--- config.mk ---
export PLATFORM = sky130hd
export DESIGN_NAME = uart_tx_frame_gen
export DESIGN_NICKNAME = d
export VERILOG_FILES = /design/src/rtl/uart_tx_pkg.sv /design/src/rtl/uart_parity_calc.sv /design/src/rtl/uart_tx_frame_gen.sv
export SDC_FILE = /design/constraint.sdc
export NUM_CORES = 1
export LEC_CHECK = 0
export ABC_AREA = 1
export BUFFER_PORTS_ARGS = -buffer_cell sky130_fd_sc_hd__buf_2
export CAP_MARGIN = 10
export CORE_UTILIZATION = 35
export CTS_CLUSTER_SIZE = 30
export DETAILED_ROUTE_END_ITERATION = 6
export GPL_ROUTABILITY_DRIVEN = 0
export PLACE_DENSITY = 0.62
export SYNTH_ARGS = -nofsm -noshare
export SYNTH_HDL_FRONTEND = slang
export SYNTH_SLANG_ARGS = --single-unit
--- constraint.sdc ---
create_clock -name clk -period 4.6 [get_ports clk]
set_input_delay 0.23 -clock clk [delete_from_list [all_inputs] [get_ports clk]]
set_output_delay 0.23 -clock clk [all_outputs]
set_load 0.02 [all_outputs]
--- src/rtl/uart_tx_pkg.sv ---
// rtl/uart_tx_pkg.sv - shared encodings for the UART transmit frame generator
//
// Purpose: state encoding, parity-type and line-level constants used by
//          uart_tx_frame_gen and uart_parity_calc.
// Ports:   none (package).

package uart_tx_pkg;

    localparam logic [2:0] ST_IDLE   = 3'd0;
    localparam logic [2:0] ST_START  = 3'd1;
    localparam logic [2:0] ST_DATA   = 3'd2;
    localparam logic [2:0] ST_PARITY = 3'd3;
    localparam logic [2:0] ST_STOP   = 3'd4;

    typedef enum logic [2:0] {
        IDLE   = ST_IDLE,
        START  = ST_START,
        DATA   = ST_DATA,
        PARITY = ST_PARITY,
        STOP   = ST_STOP
    } tx_state_t;

    localparam logic PAR_EVEN  = 1'b0;
    localparam logic PAR_ODD   = 1'b1;

    localparam logic START_BIT = 1'b0;
    localparam logic STOP_BIT  = 1'b1;

endpackage

--- src/rtl/uart_parity_calc.sv ---
// rtl/uart_parity_calc.sv - combinational even/odd parity of a data word
//
// Purpose: produces the parity bit inserted after the data bits of a frame.
// Ports:
//   data    [DATA_WIDTH-1:0] in  word to protect (the latched frame data)
//   par_typ                  in  PAR_EVEN (0) or PAR_ODD (1)
//   par_bit                  out bit that makes the total count of ones
//                                even (PAR_EVEN) or odd (PAR_ODD)

module uart_parity_calc
    import uart_tx_pkg::*;
#(
    parameter int DATA_WIDTH = 8
) (
    input  logic [DATA_WIDTH-1:0] data,
    input  logic                  par_typ,
    output logic                  par_bit
);

    assign par_bit = (^data) ^ (par_typ == PAR_ODD);

endmodule

--- src/rtl/uart_tx_frame_gen.sv ---
// rtl/uart_tx_frame_gen.sv - self-sequencing UART transmit frame serializer
//
// Purpose: accepts a parallel word and sends start bit, LSB-first data,
//          optional parity and 1 or 2 stop bits, each held CLKS_PER_BIT clocks.
// Ports:
//   clk                       in  rising-edge clock
//   RST                       in  asynchronous active-low reset
//   P_DATA [DATA_WIDTH-1:0]   in  word to send, sampled on accept
//   Data_Valid                in  send request, accepted in IDLE or last stop clock
//   PAR_EN                    in  insert parity bit, sampled on accept
//   PAR_TYP                   in  0 even / 1 odd parity, sampled on accept
//   STOP2                     in  two stop bits when 1, sampled on accept
//   TX_OUT                    out registered serial line, idle high
//   busy                      out high while a frame is on the line

module uart_tx_frame_gen
    import uart_tx_pkg::*;
#(
    parameter int DATA_WIDTH   = 8,
    parameter int CLKS_PER_BIT = 1
) (
    input  logic                  clk,
    input  logic                  RST,
    input  logic [DATA_WIDTH-1:0] P_DATA,
    input  logic                  Data_Valid,
    input  logic                  PAR_EN,
    input  logic                  PAR_TYP,
    input  logic                  STOP2,
    output logic                  TX_OUT,
    output logic                  busy
);

    localparam int CNT_W = $clog2(CLKS_PER_BIT) + 1;
    localparam int IDX_W = $clog2(DATA_WIDTH + 1);

    localparam logic [CNT_W-1:0] CNT_LAST = CNT_W'(CLKS_PER_BIT - 1);
    localparam logic [IDX_W-1:0] IDX_LAST = IDX_W'(DATA_WIDTH - 1);

    tx_state_t             r_state;
    tx_state_t             w_state_nxt;
    logic [CNT_W-1:0]      r_cnt;
    logic [CNT_W-1:0]      w_cnt_nxt;
    logic [IDX_W-1:0]      r_idx;
    logic [IDX_W-1:0]      w_idx_nxt;
    logic [IDX_W-1:0]      w_idx_inc;
    logic [DATA_WIDTH-1:0] r_data;
    logic                  r_par_en;
    logic                  r_par_typ;
    logic                  r_stop2;
    logic                  r_tx;
    logic                  r_busy;
    logic                  w_tx_nxt;
    logic                  w_busy_nxt;
    logic                  w_par_bit;
    logic                  w_bit_end;
    logic [IDX_W-1:0]      w_stop_last_idx;
    logic                  w_frame_end;
    logic                  w_accept;
    logic                  w_next_data_bit;

    uart_parity_calc #(
        .DATA_WIDTH (DATA_WIDTH)
    ) u_parity (
        .data    (r_data),
        .par_typ (r_par_typ),
        .par_bit (w_par_bit)
    );

    assign w_bit_end       = (r_cnt == CNT_LAST);
    assign w_idx_inc       = r_idx + IDX_W'(1);
    // The stop-bit index runs 0..STOP2, so its last value is the latched STOP2 itself.
    assign w_stop_last_idx = {{(IDX_W-1){1'b0}}, r_stop2};
    assign w_frame_end     = (r_state == STOP) && w_bit_end && (r_idx == w_stop_last_idx);
    // The final clock of the last stop bit also accepts, giving gap-free back-to-back frames.
    assign w_accept        = Data_Valid && ((r_state == IDLE) || w_frame_end);

    // Data bit that goes on the line when the bit index advances.
    always_comb begin
        w_next_data_bit = 1'b0;
        for (int i = 0; i < DATA_WIDTH; i++) begin
            if (w_idx_inc == IDX_W'(i)) begin
                w_next_data_bit = r_data[i];
            end
        end
    end

    always_comb begin
        w_state_nxt = r_state;
        w_cnt_nxt   = r_cnt;
        w_idx_nxt   = r_idx;
        w_tx_nxt    = r_tx;
        w_busy_nxt  = r_busy;

        if (w_accept) begin
            w_state_nxt = START;
            w_cnt_nxt   = '0;
            w_idx_nxt   = '0;
            w_tx_nxt    = START_BIT;
            w_busy_nxt  = 1'b1;
        end else if (r_state != IDLE) begin
            if (!w_bit_end) begin
                w_cnt_nxt = r_cnt + CNT_W'(1);
            end else begin
                w_cnt_nxt = '0;
                case (r_state)
                    START: begin
                        w_state_nxt = DATA;
                        w_idx_nxt   = '0;
                        w_tx_nxt    = r_data[0];
                    end
                    DATA: begin
                        if (r_idx == IDX_LAST) begin
                            w_idx_nxt = '0;
                            if (r_par_en) begin
                                w_state_nxt = PARITY;
                                w_tx_nxt    = w_par_bit;
                            end else begin
                                w_state_nxt = STOP;
                                w_tx_nxt    = STOP_BIT;
                            end
                        end else begin
                            w_idx_nxt = w_idx_inc;
                            w_tx_nxt  = w_next_data_bit;
                        end
                    end
                    PARITY: begin
                        w_state_nxt = STOP;
                        w_idx_nxt   = '0;
                        w_tx_nxt    = STOP_BIT;
                    end
                    STOP: begin
                        if (r_idx == w_stop_last_idx) begin
                            w_state_nxt = IDLE;
                            w_idx_nxt   = '0;
                            w_tx_nxt    = STOP_BIT;
                            w_busy_nxt  = 1'b0;
                        end else begin
                            w_idx_nxt = w_idx_inc;
                        end
                    end
                    default: begin
                        w_state_nxt = IDLE;
                        w_idx_nxt   = '0;
                        w_tx_nxt    = STOP_BIT;
                        w_busy_nxt  = 1'b0;
                    end
                endcase
            end
        end
    end

    always_ff @(posedge clk or negedge RST) begin
        if (!RST) begin
            r_state   <= IDLE;
            r_cnt     <= '0;
            r_idx     <= '0;
            r_tx      <= STOP_BIT;
            r_busy    <= 1'b0;
            r_data    <= '0;
            r_par_en  <= 1'b0;
            r_par_typ <= PAR_EVEN;
            r_stop2   <= 1'b0;
        end else begin
            r_state <= w_state_nxt;
            r_cnt   <= w_cnt_nxt;
            r_idx   <= w_idx_nxt;
            r_tx    <= w_tx_nxt;
            r_busy  <= w_busy_nxt;
            if (w_accept) begin
                r_data    <= P_DATA;
                r_par_en  <= PAR_EN;
                r_par_typ <= PAR_TYP;
                r_stop2   <= STOP2;
            end
        end
    end

    assign TX_OUT = r_tx;
    assign busy   = r_busy;

endmodule

==> metrics.md <==
| Metric | Value |
|---|---|
| Worst-path clk slew | `0.13 ns` |
| DRT iter0 DRCs | `38` |
| Cell row count | `21` |
| Footprint of the multi-input gates | `636.9 µm²` |
| Worst-case clock buffer depth | `2` |
| Grt met1 use | `20.69%` |
| DIE AREA | `3829 µm²` |
| Final hold vios | `0` |
| Worst Setup SP | `r_idx[0]` |
| Vias in the first global route | `1013` |
| Power per cell area | `652.8 nW/µm²` |
| Initial Utilization | `37.02%` |
| Crit path time final | `1.615 ns` |
| WP data arrival | `1.88 ns` |
| Met3 global-route usage | `6.418%` |
| Drc violations | `0` |
| Status | `finished, final reports clean` |
| Syn Area/Cell | `6.858 µm²` |
| Root buffer selected by CTS | `clkbuf_4` |
| Register area share after synthesis | `39.98%` |
| Io pins | `16` |
| CP peak stage delay | `0.47 ns` |
| Finished Cell Area | `1435 µm²` |
| Core area | `3390 µm²` |
| Grt met2 use | `26.88%` |
| Ant diodes | `0` |
| Critical Path Sink Type | `register` |
| Setup violation total in the final timing report | `0` |
| Worst reg-to-reg path cell count | `14` |
| H-tree Lvls | `1` |
| Slew Viols, Final | `0` |
| Post-CTS Setup Repair Bufs | `0` |
| # clock sinks | `20` |
| Setup WS post-layout | `2.985 ns` |
| Top cell by count, worst path | `nand2_1` |
| Clk_lat worst skew | `0.31 ns` |
| Startpoint types | `register` |
| YS warnings | `0` |
| Drt total wl | `2652 µm` |
| Synthesized Nets | `202` |
| Setup WS pre-CTS | `3.007 ns` |
| Yosys reg bits | `20` |
| Hold path depth | `3` |
| RSZ-0062 raised after global routing | `no` |
| Largest net degree at the start of global routing | `22` |
| Register Area | `501.7 µm²` |
| Die X | `61.88 µm` |
| Critical Path RT | `4.86 ns` |
| Vias post-DR | `1133` |
| Most frequent cells in the layout | `nand2_1, inv_1, dfrtp_1` |
| Setup Crit Path Kind | `reg2reg` |
| Die height | `61.88 µm` |
| Unique masters post-synth | `22` |
| Setup TNS | `0 ns` |
| First-pass GRT wire length | `4526 µm` |
| Worst Skew | `0.006002 ns` |
| Overall Power | `0.9368 mW` |
| Hold_sp | `P_DATA[5]` |
| Leak | `0.7798 nW` |
| Wire per inst | `10.74 µm` |
| Total CTS buffers | `3` |
| Initial antenna violation count | `0` |
| ANT nets after route | `0` |
| Final-layout fill cell count | `357` |
| Max Cap Viol | `0` |
| Nets | `221` |
| Buffers on Ports | `15` |
| Max_slew headroom | `68.82%` |
| Global route total overflow | `0` |
| Crit share post-route | `35.11%` |
| First-pass DRT Iterations | `5` |
| Max Freq | `619.2 MHz` |
| Tightest Hold Check Type | `in2reg` |
| CTS-repair resized insts | `0` |
| Crit-path max FO | `6` |
| Commonest non-fill, non-tap cell in the layout | `nand2_1` |
| CTS tree | `done` |
| Dpl cell area | `1373 µm²` |
| GRT Util Overall | `16.63%` |
| Crit path cell chain | `ha_1 -> inv_1 -> nand2_2 -> nand2_2 -> nand2_1 -> nand3_1 -> nand2_1 -> inv_1 -> nand2_1 -> a21oi_2 -> nand2_1 -> nand2_1 -> nand2_1 -> nand2_1` |
| Worst hold slack | `0.1004 ns` |
| Worst r2r src | `r_idx[0]` |
| Mapped cell area | `1255 µm²` |
| Share of post-route cells with drive strength above 1 | `14.43%` |
| Via density | `4.587` |
| Slowest cell on the critical path | `dfrtp_1` |
| Dpl hpwl | `2009 µm` |
| Post-synthesis instance total | `183` |
| Worst Max-Slew Pin Slew | `0.4678 ns` |
| Max IR drop VDD | `244.6 µV` |
| Layout overhead on the synthesized area | `14.36%` |
| Busiest grt layer | `met2` |
[path summary, 6_finish.rpt]
check	slack (ns)	end
max in group asynchronous	3.86	TX_OUT
worst max register to register	2.99	TX_OUT
worst min register to register	0.49	TX_OUT
min in group asynchronous	0.38	r_idx[1]
worst min-delay path	0.10	r_data[5]
worst max-delay path	2.99	TX_OUT
[metal layers]
layer  wire [µm]  part of all wire (%)
met1        1313                    50
met2        1179                    44
met3         135                   5.1
met4          24                  0.90
met5           0                     0
[cells in the mapped netlist]
library cell / number / share of area, %
buf_4: 2 / 1.2
inv_1: 25 / 7.5
xor2_1: 1 / 0.70
a21oi_1: 2 / 0.80
nand3_1: 12 / 4.8
o221ai_1: 1 / 0.70
nand4_1: 2 / 1.0
nor2_1: 13 / 3.9
inv_2: 2 / 0.60
dfstp_2: 1 / 2.1
nor2_2: 2 / 1.0
dfrtp_1: 19 / 38
nand3_2: 1 / 0.80
o22ai_1: 3 / 1.5
nand2_1: 73 / 22
o21ai_0: 4 / 1.6
a21oi_2: 1 / 0.70
ha_1: 5 / 5.0
nand2_2: 3 / 1.5
nor3_1: 1 / 0.40
xnor2_1: 2 / 1.4
o21ai_1: 8 / 3.2
[flip-flops by register name (all words and copies together) (netlist names)]
signal and count:
r_data 8, r_par_typ 1, r_state 3, r_par_en 1, busy 1, TX_OUT 1
r_stop2 1, r_idx 4
[per-stage QoR]
| stage | cells | utilization [%] |
|---|---|---|
| 6_report | 247 | 42.34 |
| 5_1_grt | 247 | 42.34 |
| 4_1_cts | 247 | 42.34 |
| 3_5_place_dp | 242 | 40.49 |
| 3_3_place_gp | 242 | 40.49 |
| 2_1_floorplan | 183 | - |
[kinds of logic after synthesis]
family / Yosys count / synth area share, %
DFF: 20 / 39.98
and+or+nand+nor: 107 / 35.19
adders and majority gates: 5 / 4.985
xor gates and xnor gates: 3 / 2.094
AOI/OAI and AO/OA: 19 / 8.475
buffers and inverters: 29 / 9.272
[critical path, delay by kind of cell (launching register included)]
family	cells	cell delay, ns
AND/OR/NAND/NOR	10	0.55
flip-flops	1	0.47
buffers and inverters	2	0.15
adder cells (fa/ha/maj)	1	0.28
AO/OA/AOI/OAI	1	0.11
[report_power, final]
group | internal, mW | switching [mW]
Combinational | 0.168 | 0.295
Sequential | 0.252 | 0.0716
Clock | 0.0881 | 0.0619
Total | 0.508 | 0.429
[area by class of cell]
class	instances	share of cell area, %
Multi-Input combinational cell	134	44.38
Inverter	27	7.062
Tap cell	46	4.010
Clock buffer	3	1.569
Sequential cell	20	34.96
Timing Repair Buffer	16	5.928
Clock inverter	1	2.092
[what timing repair did]
action                                  CTS  global route
endpoints found under the hold margin    19             0
endpoints found under the setup margin    0             0
hold buffers                              1             0
No activity file was read; power rests on OpenSTA's default activity.
